===== src/rtl/pipe_ctrl_if.sv =====
// rtl/pipe_ctrl_if.sv - pipeline hazard/debug control signal bundle
//
// Groups the pipeline status inputs, the debug requests and the stall/flush
// outputs of pipe_ctrl.
//   master : pipeline side, drives ir_*, v_*, cp_ex and the debug requests,
//            and observes the stall, flush, state and counter outputs
//   slave  : pipe_ctrl itself
// Parameter CNT_W sets the stall counter width and must match pipe_ctrl.
interface pipe_ctrl_if #(
  parameter int CNT_W = 16
);
  logic [31:0]      ir_dc;
  logic [31:0]      ir_ex;
  logic             v_dc;
  logic             v_ex;
  logic             cp_ex;
  logic             halt_req;
  logic             step_req;
  logic             resume_req;
  logic             s_fe;
  logic             s_dc;
  logic             s_ex;
  logic             s_me;
  logic             s_wb;
  logic             bubble_ex;
  logic             flush_dc;
  logic             flush_ex;
  logic [1:0]       state_o;
  logic [CNT_W-1:0] stall_cnt;

  modport master (
    output ir_dc, ir_ex, v_dc, v_ex, cp_ex, halt_req, step_req, resume_req,
    input  s_fe, s_dc, s_ex, s_me, s_wb, bubble_ex, flush_dc, flush_ex,
    input  state_o, stall_cnt
  );

  modport slave (
    input  ir_dc, ir_ex, v_dc, v_ex, cp_ex, halt_req, step_req, resume_req,
    output s_fe, s_dc, s_ex, s_me, s_wb, bubble_ex, flush_dc, flush_ex,
    output state_o, stall_cnt
  );
endinterface


===== src/rtl/pipe_ctrl.sv =====
// rtl/pipe_ctrl.sv - five-stage pipeline hazard and debug-halt controller
//
// Detects load-use hazards and taken branches between decode and execute,
// and sequences debug halt (RUN -> DRAIN -> HALT -> RUN) with an optional
// single-step state.
// Ports:
//   clk        : clock, rising edge
//   rst        : asynchronous active-high reset
//   bus        : pipe_ctrl_if.slave
//                in  ir_dc/ir_ex, v_dc/v_ex, cp_ex, halt_req/step_req/resume_req
//                out s_fe..s_wb, bubble_ex, flush_dc, flush_ex (combinational)
//                out state_o (RUN=0 DRAIN=1 HALT=2 STEP=3), stall_cnt (registered)
// Parameters: DRAIN_CYC (1..15) cycles spent in DRAIN, CNT_W stall counter width.
// Macro PIPE_CTRL_STEP_EN enables the single-step state; without it step_req
// is ignored and STEP is never entered.
module pipe_ctrl #(
  parameter int DRAIN_CYC = 4,
  parameter int CNT_W     = 16
) (
  input  logic       clk,
  input  logic       rst,
  pipe_ctrl_if.slave bus
);

  typedef enum logic [1:0] {
    RUN   = 2'd0,
    DRAIN = 2'd1,
    HALT  = 2'd2,
    STEP  = 2'd3
  } state_t;

  localparam logic [6:0] OPC_LOAD   = 7'b0000011;
  localparam logic [6:0] OPC_LUI    = 7'b0110111;
  localparam logic [6:0] OPC_AUIPC  = 7'b0010111;
  localparam logic [6:0] OPC_JAL    = 7'b1101111;
  localparam logic [6:0] OPC_BRANCH = 7'b1100011;
  localparam logic [6:0] OPC_STORE  = 7'b0100011;
  localparam logic [6:0] OPC_OP     = 7'b0110011;
  localparam logic [3:0] DRAIN_LD   = 4'(DRAIN_CYC);

  state_t           state_q, state_d;
  logic [3:0]       drain_q, drain_d;
  logic [CNT_W-1:0] stall_q;
  logic             step_prev_q;

  logic [4:0] rd_ex, rs1_dc, rs2_dc;
  logic [6:0] op_dc, op_ex;
  logic       rs1_used, rs2_used, load_use, br_taken;
  logic       stall_fire;

  // Instruction fields outside the decoded ones are not needed here.
  logic unused_bits;
  assign unused_bits = ^{bus.ir_dc[31:25], bus.ir_dc[14:7], bus.ir_ex[31:12],
                         bus.step_req};

  assign rd_ex  = bus.ir_ex[11:7];
  assign op_ex  = bus.ir_ex[6:0];
  assign rs1_dc = bus.ir_dc[19:15];
  assign rs2_dc = bus.ir_dc[24:20];
  assign op_dc  = bus.ir_dc[6:0];

  assign rs1_used = !(op_dc == OPC_LUI || op_dc == OPC_AUIPC || op_dc == OPC_JAL);
  assign rs2_used = (op_dc == OPC_BRANCH || op_dc == OPC_STORE || op_dc == OPC_OP);

  assign load_use = bus.v_ex && bus.v_dc && (op_ex == OPC_LOAD) && (rd_ex != 5'd0) &&
                    ((rs1_used && rs1_dc == rd_ex) || (rs2_used && rs2_dc == rd_ex));
  assign br_taken = bus.v_ex && bus.cp_ex;

  always_ff @(posedge clk or posedge rst) begin
    if (rst) begin
      state_q     <= RUN;
      drain_q     <= 4'd0;
      stall_q     <= '0;
      step_prev_q <= 1'b0;
    end else begin
      state_q     <= state_d;
      drain_q     <= drain_d;
      step_prev_q <= bus.step_req;
      if (stall_fire && stall_q != {CNT_W{1'b1}})
        stall_q <= stall_q + 1'b1;
    end
  end

  always_comb begin
    state_d       = state_q;
    drain_d       = drain_q;
    stall_fire    = 1'b0;
    bus.s_fe      = 1'b0;
    bus.s_dc      = 1'b0;
    bus.s_ex      = 1'b0;
    bus.s_me      = 1'b0;
    bus.s_wb      = 1'b0;
    bus.bubble_ex = 1'b0;
    bus.flush_dc  = 1'b0;
    bus.flush_ex  = 1'b0;

    case (state_q)
      RUN, STEP: begin
        // A taken branch discards the dependent instruction anyway, so it
        // wins over the load-use stall.
        if (br_taken) begin
          bus.flush_dc = 1'b1;
          bus.flush_ex = 1'b1;
        end else if (load_use) begin
          bus.s_fe      = 1'b1;
          bus.s_dc      = 1'b1;
          bus.bubble_ex = 1'b1;
          stall_fire    = 1'b1;
        end
        if (state_q == STEP) begin
          state_d = HALT;
        end else if (bus.halt_req) begin
          state_d = DRAIN;
          drain_d = DRAIN_LD;
        end
      end
      DRAIN: begin
        // Fetch is frozen, so a load-use stall is moot; branches still flush.
        bus.s_fe     = 1'b1;
        bus.flush_dc = 1'b1;
        bus.flush_ex = br_taken;
        if (drain_q <= 4'd1) begin
          state_d = HALT;
          drain_d = 4'd0;
        end else begin
          drain_d = drain_q - 4'd1;
        end
      end
      default: begin // HALT
        bus.s_fe = 1'b1;
        bus.s_dc = 1'b1;
        bus.s_ex = 1'b1;
        bus.s_me = 1'b1;
        bus.s_wb = 1'b1;
        if (bus.resume_req) begin
          state_d = RUN;
        end
`ifdef PIPE_CTRL_STEP_EN
        // Only a fresh rising edge of step_req takes a step.
        else if (bus.step_req && !step_prev_q) begin
          state_d = STEP;
        end
`endif
      end
    endcase

    if (rst) begin
      stall_fire    = 1'b0;
      bus.s_fe      = 1'b1;
      bus.s_dc      = 1'b1;
      bus.s_ex      = 1'b1;
      bus.s_me      = 1'b1;
      bus.s_wb      = 1'b1;
      bus.bubble_ex = 1'b0;
      bus.flush_dc  = 1'b0;
      bus.flush_ex  = 1'b0;
    end
  end

  assign bus.state_o   = state_q;
  assign bus.stall_cnt = stall_q;

endmodule


===== src/flat_wrapper.sv =====
// flat-port wrapper written by rule: the top's interface ports become plain ports
module pipe_ctrl_flat 
#(
  parameter int DRAIN_CYC = 4,
  parameter int CNT_W     = 16
)
  (clk, rst, bus_ir_dc, bus_ir_ex, bus_v_dc, bus_v_ex, bus_cp_ex, bus_halt_req, bus_step_req, bus_resume_req, bus_s_fe, bus_s_dc, bus_s_ex, bus_s_me, bus_s_wb, bus_bubble_ex, bus_flush_dc, bus_flush_ex, bus_state_o, bus_stall_cnt);
  pipe_ctrl_if #(.CNT_W(CNT_W)) bus_i ();
  input  logic clk;
  input  logic rst;
  input wire logic [$bits(bus_i.ir_dc)-1:0] bus_ir_dc;
  input wire logic [$bits(bus_i.ir_ex)-1:0] bus_ir_ex;
  input wire logic [$bits(bus_i.v_dc)-1:0] bus_v_dc;
  input wire logic [$bits(bus_i.v_ex)-1:0] bus_v_ex;
  input wire logic [$bits(bus_i.cp_ex)-1:0] bus_cp_ex;
  input wire logic [$bits(bus_i.halt_req)-1:0] bus_halt_req;
  input wire logic [$bits(bus_i.step_req)-1:0] bus_step_req;
  input wire logic [$bits(bus_i.resume_req)-1:0] bus_resume_req;
  output wire logic [$bits(bus_i.s_fe)-1:0] bus_s_fe;
  output wire logic [$bits(bus_i.s_dc)-1:0] bus_s_dc;
  output wire logic [$bits(bus_i.s_ex)-1:0] bus_s_ex;
  output wire logic [$bits(bus_i.s_me)-1:0] bus_s_me;
  output wire logic [$bits(bus_i.s_wb)-1:0] bus_s_wb;
  output wire logic [$bits(bus_i.bubble_ex)-1:0] bus_bubble_ex;
  output wire logic [$bits(bus_i.flush_dc)-1:0] bus_flush_dc;
  output wire logic [$bits(bus_i.flush_ex)-1:0] bus_flush_ex;
  output wire logic [$bits(bus_i.state_o)-1:0] bus_state_o;
  output wire logic [$bits(bus_i.stall_cnt)-1:0] bus_stall_cnt;
  assign bus_i.ir_dc = bus_ir_dc;
  assign bus_i.ir_ex = bus_ir_ex;
  assign bus_i.v_dc = bus_v_dc;
  assign bus_i.v_ex = bus_v_ex;
  assign bus_i.cp_ex = bus_cp_ex;
  assign bus_i.halt_req = bus_halt_req;
  assign bus_i.step_req = bus_step_req;
  assign bus_i.resume_req = bus_resume_req;
  assign bus_s_fe = bus_i.s_fe;
  assign bus_s_dc = bus_i.s_dc;
  assign bus_s_ex = bus_i.s_ex;
  assign bus_s_me = bus_i.s_me;
  assign bus_s_wb = bus_i.s_wb;
  assign bus_bubble_ex = bus_i.bubble_ex;
  assign bus_flush_dc = bus_i.flush_dc;
  assign bus_flush_ex = bus_i.flush_ex;
  assign bus_state_o = bus_i.state_o;
  assign bus_stall_cnt = bus_i.stall_cnt;
  pipe_ctrl #(.DRAIN_CYC(DRAIN_CYC), .CNT_W(CNT_W)) u_core (.clk(clk), .rst(rst), .bus(bus_i));
endmodule

===== config.mk =====
export PLATFORM = sky130hd
export DESIGN_NAME = pipe_ctrl_flat
export DESIGN_NICKNAME = d
export VERILOG_FILES = /design/src/rtl/pipe_ctrl_if.sv /design/src/rtl/pipe_ctrl.sv /design/src/flat_wrapper.sv
export SDC_FILE = /design/constraint.sdc
export NUM_CORES = 1
export LEC_CHECK = 0
export BUFFER_PORTS_ARGS = -buffer_cell sky130_fd_sc_hd__buf_2
export CAP_MARGIN = 40
export CORE_MARGIN = 2
export CORE_UTILIZATION = 40
export CTS_CLUSTER_DIAMETER = 60
export DETAILED_ROUTE_END_ITERATION = 8
export GPL_TIMING_DRIVEN = 1
export PLACE_DENSITY = 0.78
export SYNTH_ARGS = -nofsm -noshare
export SYNTH_HDL_FRONTEND = slang
export SYNTH_SLANG_ARGS = --single-unit

===== constraint.sdc =====
create_clock -name clk -period 5.4 [get_ports clk]
set_input_delay 1.08 -clock clk [delete_from_list [all_inputs] [get_ports clk]]
set_output_delay 1.08 -clock clk [all_outputs]
set_load 0.01 [all_outputs]

==> run_results.csv, run 1 <==
group,metric,value,unit
worst_setup_path,start_kind,"input pin",
cts,cts.sinks,22,
timing,fin_crit,3920,ps
placement,dp_cells,267,
route,routedWlPerCell,12.6,µm
timing,setup_tns,0,ps
finish,final_util,53.2,%
worst_setup_path,cp.arrival,2840,ps
route,vias,1378,
global_routing,grt_pass1_vias,1362,
run,drv_cap,0,
timing,finalHoldViolCount,0,
pwr,power.total,0.580,mW
route,via_per_inst,5.08,
finish,drive_above_1_share,35.0,%
pwr,switching_power,0.206,mW
timing,worstMarginPinSlew,848,ps
timing,relSlewSlack,43.4,%
pwr,swShare,35.4,%
cts,cts_setup_buffers,0,
synth,synth_warnings,0,
pwr,seq_power_share,34.8,%
synth,synth_cell_type_count,39,
route,ant_nets,0,
cts,clk_latency,260,ps
global_routing,grt_first_pass_wirelength,5.66,mm
global_routing,antenna_found_initial,0,
synth,ys_seq_area_share,36.9,%
pwr,p_comb_share,39.1,%
cts,path_clk_slew,80,ps
global_routing,grtUsageTotal,17.0,%
pwr,intPower,0.375,mW
worst_setup_path,path_class,"input pin to output pin",
route,post-route-drc-count,0,
synth,yosys_most_used_dff,"dfrtp_1",
min_path,hp-class,"register to register",
global_routing,grt_max_degree,21,
cts,cts_tree,"done",
finish,fill_cells,340,
finish,nets,304,
cts,cts_hold_buffers,0,
cts,cts-root-buf,"clkbuf_8",
pwr,ir_drop,0.202,mV
timing,finalMaxSlewViolations,0,
synth,syn_area,1490,µm²
synth,syn_nets,241,
timing,rsz0062_at_grt,"false",
placement,port_buffers,61,
die,fp.dieW,65.1,µm
pwr,clkPwrFrac,26.1,%
synth,netlist_instances,161,
synth,synth-edff-count,0,
timing,finalSetupViolCount,0,
die,start_util,41.1,%
cts,h-tree-depth,1,
timing,finClkSkew,3.19,ps
finish,antenna_cells,0,
timing,hold_ws,493,ps
global_routing,use_met3,3.65,%
worst_setup_path,endpoint_kind,"output pin",
cts,cts_resized,0,
global_routing,grt-busiest-layer,"met2",
timing,max_freq,255,MHz
die,dieArea,4240,µm²
pwr,powerDensity,300,nW/µm²
status,status,"finished, final reports clean",
pwr,p_leak,0.999,nW
timing,period_share,72.7,%
die,coreArea,3630,µm²
route,totalWireLength,3.42,mm
synth,ys_seq_elements,22,
die,core.rowCount,22,
route,drt_pass1_iterations,5,
synth,async_reset_ff_share,100,%
cts,clockBufferDepth,2,
cts,cts_made_buffers,3,
finish,syn_to_final_growth,29.5,%
finish,instances_no_fill,271,
global_routing,overflow,0,
die,die_h,65.1,µm
placement,gp_congestion,0.787,
worst_setup_path,path_max_fanout,18,
placement,dp.final_hpwl,2.67,mm
route,drt_iter0_markers,34,
die,num_io_pins,98,
global_routing,met1_usage,20.4,%
worst_setup_path,crit_required,4320,ps
synth,avgSynthCellArea,9.27,µm²
global_routing,gr-usage-met2,30.3,%
per-layer routing:
layer	vias to the layer above	wire length, µm
met5	-	0
met4	0	20
met3	2	306
met2	63	1630
met1	632	1460
li1	681	-
stage by stage:
stage | instance area [µm²] | worst slack, ps
after floorplan | 1490 | 1800
after global placement | 1830 | 1470
after detailed placement | 1860 | 1470
after CTS | 1930 | 1460
after global routing | 1930 | 1330
final | 1930 | 1480
power by group through the flow:
stage / registers [mW] / logic [mW] / clock network (mW)
after CTS: 0.202 / 0.228 / 0.156
final: 0.202 / 0.227 / 0.151
after floorplan: 0.204 / 0.156 / 0
after global placement: 0.204 / 0.217 / 0
after detailed placement: 0.205 / 0.226 / 0
after global routing: 0.205 / 0.257 / 0.166
flip-flops by register name (all words and copies together), names as in the netlist:
register,flops
u_core.bus.stall_cnt,16
u_core.bus.state_o,2
u_core.drain_q,4
cells by family (layout without fill, tap and decap cells):
family | Yosys count | after routing | synth area share [%]
DFF | 22 | 22 | 36.9
muxes | 2 | 2 | 1.76
and+or+nand+nor | 71 | 71 | 27.5
adders and majority gates | 8 | 8 | 6.71
xor gates and xnor gates | 25 | 25 | 14.7
buffers and inverters | 15 | 77 | 4.36
AOI/OAI and AO/OA | 18 | 18 | 8.13
cell usage after synthesis (5+ instances only):
library cell	count	share of area, %
dfrtp_1	22	37
nand3_1	10	3.4
inv_1	11	2.8
xor2_1	14	8.2
o21ai_0	5	1.7
nor2_1	14	3.5
nand2_1	16	4.0
xnor2_1	11	6.5
nor3_1	8	2.7
ha_1	8	6.7
worst paths after layout:
check | slack (ps) | cells after the start | end | from
setup reg to reg | 3160 | 6 | u_core.bus.stall_cnt[8]$_DFFE_PP0P_ | u_core.bus.state_o[0]$_DFFE_PP0P_
max in group asynchronous | 4240 | 3 | u_core.drain_q[2]$_DFFE_PP0P_ | rst
hold / removal | 490 | 1 | u_core.bus.stall_cnt[15]$_DFFE_PP0P_ | u_core.bus.stall_cnt[15]$_DFFE_PP0P_
setup / recovery | 1480 | 6 | bus_s_dc | bus_ir_ex[2]
min in group asynchronous | 790 | 2 | u_core.drain_q[1]$_DFFE_PP0P_ | rst
hold reg to reg | 490 | 1 | u_core.bus.stall_cnt[15]$_DFFE_PP0P_ | u_core.bus.stall_cnt[15]$_DFFE_PP0P_
worst max-delay path: stages:
cell and delay, ps:
buf_2 100, or4b_4 560, nor4_4 240, o221ai_2 360
o21ai_0 320, buf_2 170
cell type report:
class / instances / area [µm²] / area share, %
multi-input combinational: 124 / 877 / 45.4
sequential: 22 / 551 / 28.5
timing repair buffer: 62 / 333 / 17.2
tap: 48 / 60.1 / 3.11
clock buffer: 3 / 41.3 / 2.14
inverter: 11 / 41.3 / 2.14
clock inverter: 1 / 30.0 / 1.55
placed cells by master (no fill, tap or decap), types with 5 or more instances in the layout:
cell / instances
o21ai_0: 5
nor2_1: 14
nand2_1: 16
nor3_1: 8
xnor2_1: 11
ha_1: 8
xor2_1: 14
buf_2: 61
nand3_1: 10
inv_1: 11
dfrtp_1: 22
Power figures use the tool's default switching activity.
==> run 2: changes to the inputs <==
--- a/config.mk
+++ b/config.mk
@@ -8,11 +8,11 @@
 export BUFFER_PORTS_ARGS = -buffer_cell sky130_fd_sc_hd__buf_2
 export CAP_MARGIN = 40
 export CORE_MARGIN = 2
-export CORE_UTILIZATION = 40
+export CORE_UTILIZATION = 38
 export CTS_CLUSTER_DIAMETER = 60
 export DETAILED_ROUTE_END_ITERATION = 8
 export GPL_TIMING_DRIVEN = 1
-export PLACE_DENSITY = 0.78
+export PLACE_DENSITY = 0.77
 export SYNTH_ARGS = -nofsm -noshare
 export SYNTH_HDL_FRONTEND = slang
 export SYNTH_SLANG_ARGS = --single-unit
==> constraint.sdc (replaced) <==
create_clock -name clk -period 3.37 [get_ports clk]
set_input_delay 0.674 -clock clk [delete_from_list [all_inputs] [get_ports clk]]
set_output_delay 0.674 -clock clk [all_outputs]
set_load 0.01 [all_outputs]
==> run 2 against run 1 <==
Sequential share of layout area grew 0.074 points. First-iteration DRC count shrank 59%. Cell count grew 0.37%. Worst hold slack lost 36 ps. Clock power grew 59%. Total power grew 58%. Non-clock buffer count grew 1. Combinational power grew 55%. Global-route usage shrank 2.1 points. Routed wire length shrank 6.7%. Setup slack lost 960 ps.
==> run_results.csv, run 2 (same netlist as run 1, synthesis figures left out) <==
group,metric,value,unit
status,status,"finished, final reports clean",
finish,drive_above_1_share,35.3,%
worst_setup_path,cp_slowest_cell,"or4b_4",
pwr,power.total,0.914,mW
finish,post-route-cell-area,1930,µm²
timing,hold_ws,457,ps
finish,largest_reg_flops,16,
cts,clockBufferDepth,2,
worst_setup_path,cp_cell_sequence,"buf_2, or4b_4, nor4_4, o221ai_2, o21ai_0, buf_2",
timing,finalSetupViolCount,0,
worst_setup_path,crit_required,2700,ps
worst_setup_path,r2r_setup_slack,1230,ps
placement,port_buffers,61,
timing,fin_crit,2850,ps
pwr,p_leak,0.998,nW
route,post-route-drc-count,0,
finish,syn_to_final_growth,29.2,%
die,die_h,66.7,µm
worst_setup_path,start_kind,"input pin",
timing,rsz0062_at_grt,"false",
route,drt_pass1_iterations,3,
route,ant_nets,0,
global_routing,grtUsageTotal,14.9,%
die,fp.dieW,66.7,µm
cts,cts_made_buffers,3,
die,start_util,40.2,%
worst_setup_path,cp.arrival,2170,ps
pwr,powerDensity,474,nW/µm²
die,num_io_pins,98,
worst_setup_path,endpoint_kind,"output pin",
timing,relSlewSlack,57.8,%
global_routing,antenna_found_initial,0,
worst_setup_path,path_class,"input pin to output pin",
route,via_per_inst,4.93,
worst_setup_path,path_common_cell,"buf_2",
global_routing,grt_first_pass_wirelength,5.24,mm
route,totalWireLength,3.19,mm
cts,path_clk_slew,80,ps
placement,gp_congestion,0.761,
cts,cts_resized,0,
die,dieArea,4450,µm²
finish,antenna_cells,0,
timing,setup_tns,0,ps
cts,cts_tree,"done",
worst_setup_path,path_max_fanout,11,
cts,cts.sinks,22,
route,vias,1342,
finish,fill_cells,365,
worst_setup_path,crit_family,"simple AND/OR/NAND/NOR gates",
run,drv_cap,0,
min_path,hp-class,"input pin to async pin",
cts,cts_setup_buffers,0,
cts,clk_latency,260,ps
route,drt_iter0_markers,14,
timing,period_share,84.5,%
finish,nets,305,
global_routing,grt_pass1_vias,1242,
worst_setup_path,path_depth,6,
global_routing,overflow,0,
pwr,ir_drop,0.199,mV
die,coreArea,3720,µm²
finish,final_common_cell,"buf_2",
timing,worstMarginPinSlew,624,ps
route,routedWlPerCell,11.7,µm
worst_setup_path,max_stage_delay,540,ps
cts,cts-root-buf,"clkbuf_8",
timing,max_freq,351,MHz
worst_setup_path,critPathBufInv,2,
worst_setup_path,r2r_cells,6,
placement,placed_cell_area,1860,µm²
global_routing,grt_max_degree,14,
cts,h-tree-depth,1,
die,core.rowCount,22,
cts,cts_hold_buffers,0,
timing,finalHoldViolCount,0,
finish,final_cell_mix,"61 x buf_2, 22 x dfrtp_1, 16 x nand2_1, 14 x xor2_1, 14 x nor2_1",
timing,finalMaxSlewViolations,0,
timing,finClkSkew,5.11,ps
placement,dp.final_hpwl,2.65,mm
## run 2: changes by cell type in the layout (fill, tap and decap cells not counted)
cell / change
buf_4: +1
buf_16: -1
buf_8: +1
## run 2: per-stage QoR
step | std cells | util [%] | setup WS, ps
6_report | 272 | 51.9 | 521
3_5_place_dp | 268 | 50.0 | 496
4_1_cts | 272 | 51.9 | 493
3_3_place_gp | 267 | 49.6 | 501
5_1_grt | 272 | 51.9 | 245
2_1_floorplan | 161 | - | 578
## run 2: cell type report
| type | instances | area, µm² | area share (%) |
|---|---|---|---|
| repair buffers | 63 | 328 | 17.0 |
| well taps | 48 | 60.1 | 3.11 |
| clock buffers | 3 | 41.3 | 2.14 |
| inverters | 11 | 41.3 | 2.14 |
| clock inverters | 1 | 30.0 | 1.56 |
| flip-flops and latches | 22 | 551 | 28.6 |
| multi-input cells | 124 | 877 | 45.5 |
## run 2: worst paths after layout
check	to	startpoint
worst max register to register	u_core.bus.stall_cnt[6]$_DFFE_PP0P_	u_core.bus.state_o[0]$_DFFE_PP0P_
worst max-delay path	bus_s_dc	bus_ir_ex[2]
max in group asynchronous	u_core.bus.stall_cnt[0]$_DFFE_PP0P_	rst
min in group clk	u_core.drain_q[1]$_DFFE_PP0P_	u_core.drain_q[1]$_DFFE_PP0P_
worst min-delay path	u_core.bus.stall_cnt[11]$_DFFE_PP0P_	rst
worst min register to register	u_core.drain_q[1]$_DFFE_PP0P_	u_core.drain_q[1]$_DFFE_PP0P_
## run 2: report_power, final
group	internal [mW]	total (mW)	switching [mW]
clock	0.159	0.240	0.0816
combinational	0.148	0.351	0.203
sequential	0.292	0.323	0.0307
## run 2: metal layers
metal,share of wire [%],wire length (µm),global-route usage (%),vias up
met2,47,1490,26.5,46
met5,0,0,0,-
met3,8.5,271,3.38,2
met4,0.38,12,3.06,0
li1,-,-,-,683
met1,44,1420,18.4,611
## run 2: worst register-to-register path, cell delays in order (launching register included)
cell and delay, ps:
dfrtp_1 450, inv_1 90, ha_1 410, nor3_1 380, a21boi_0 310, nor3b_1 270, xor2_1 160
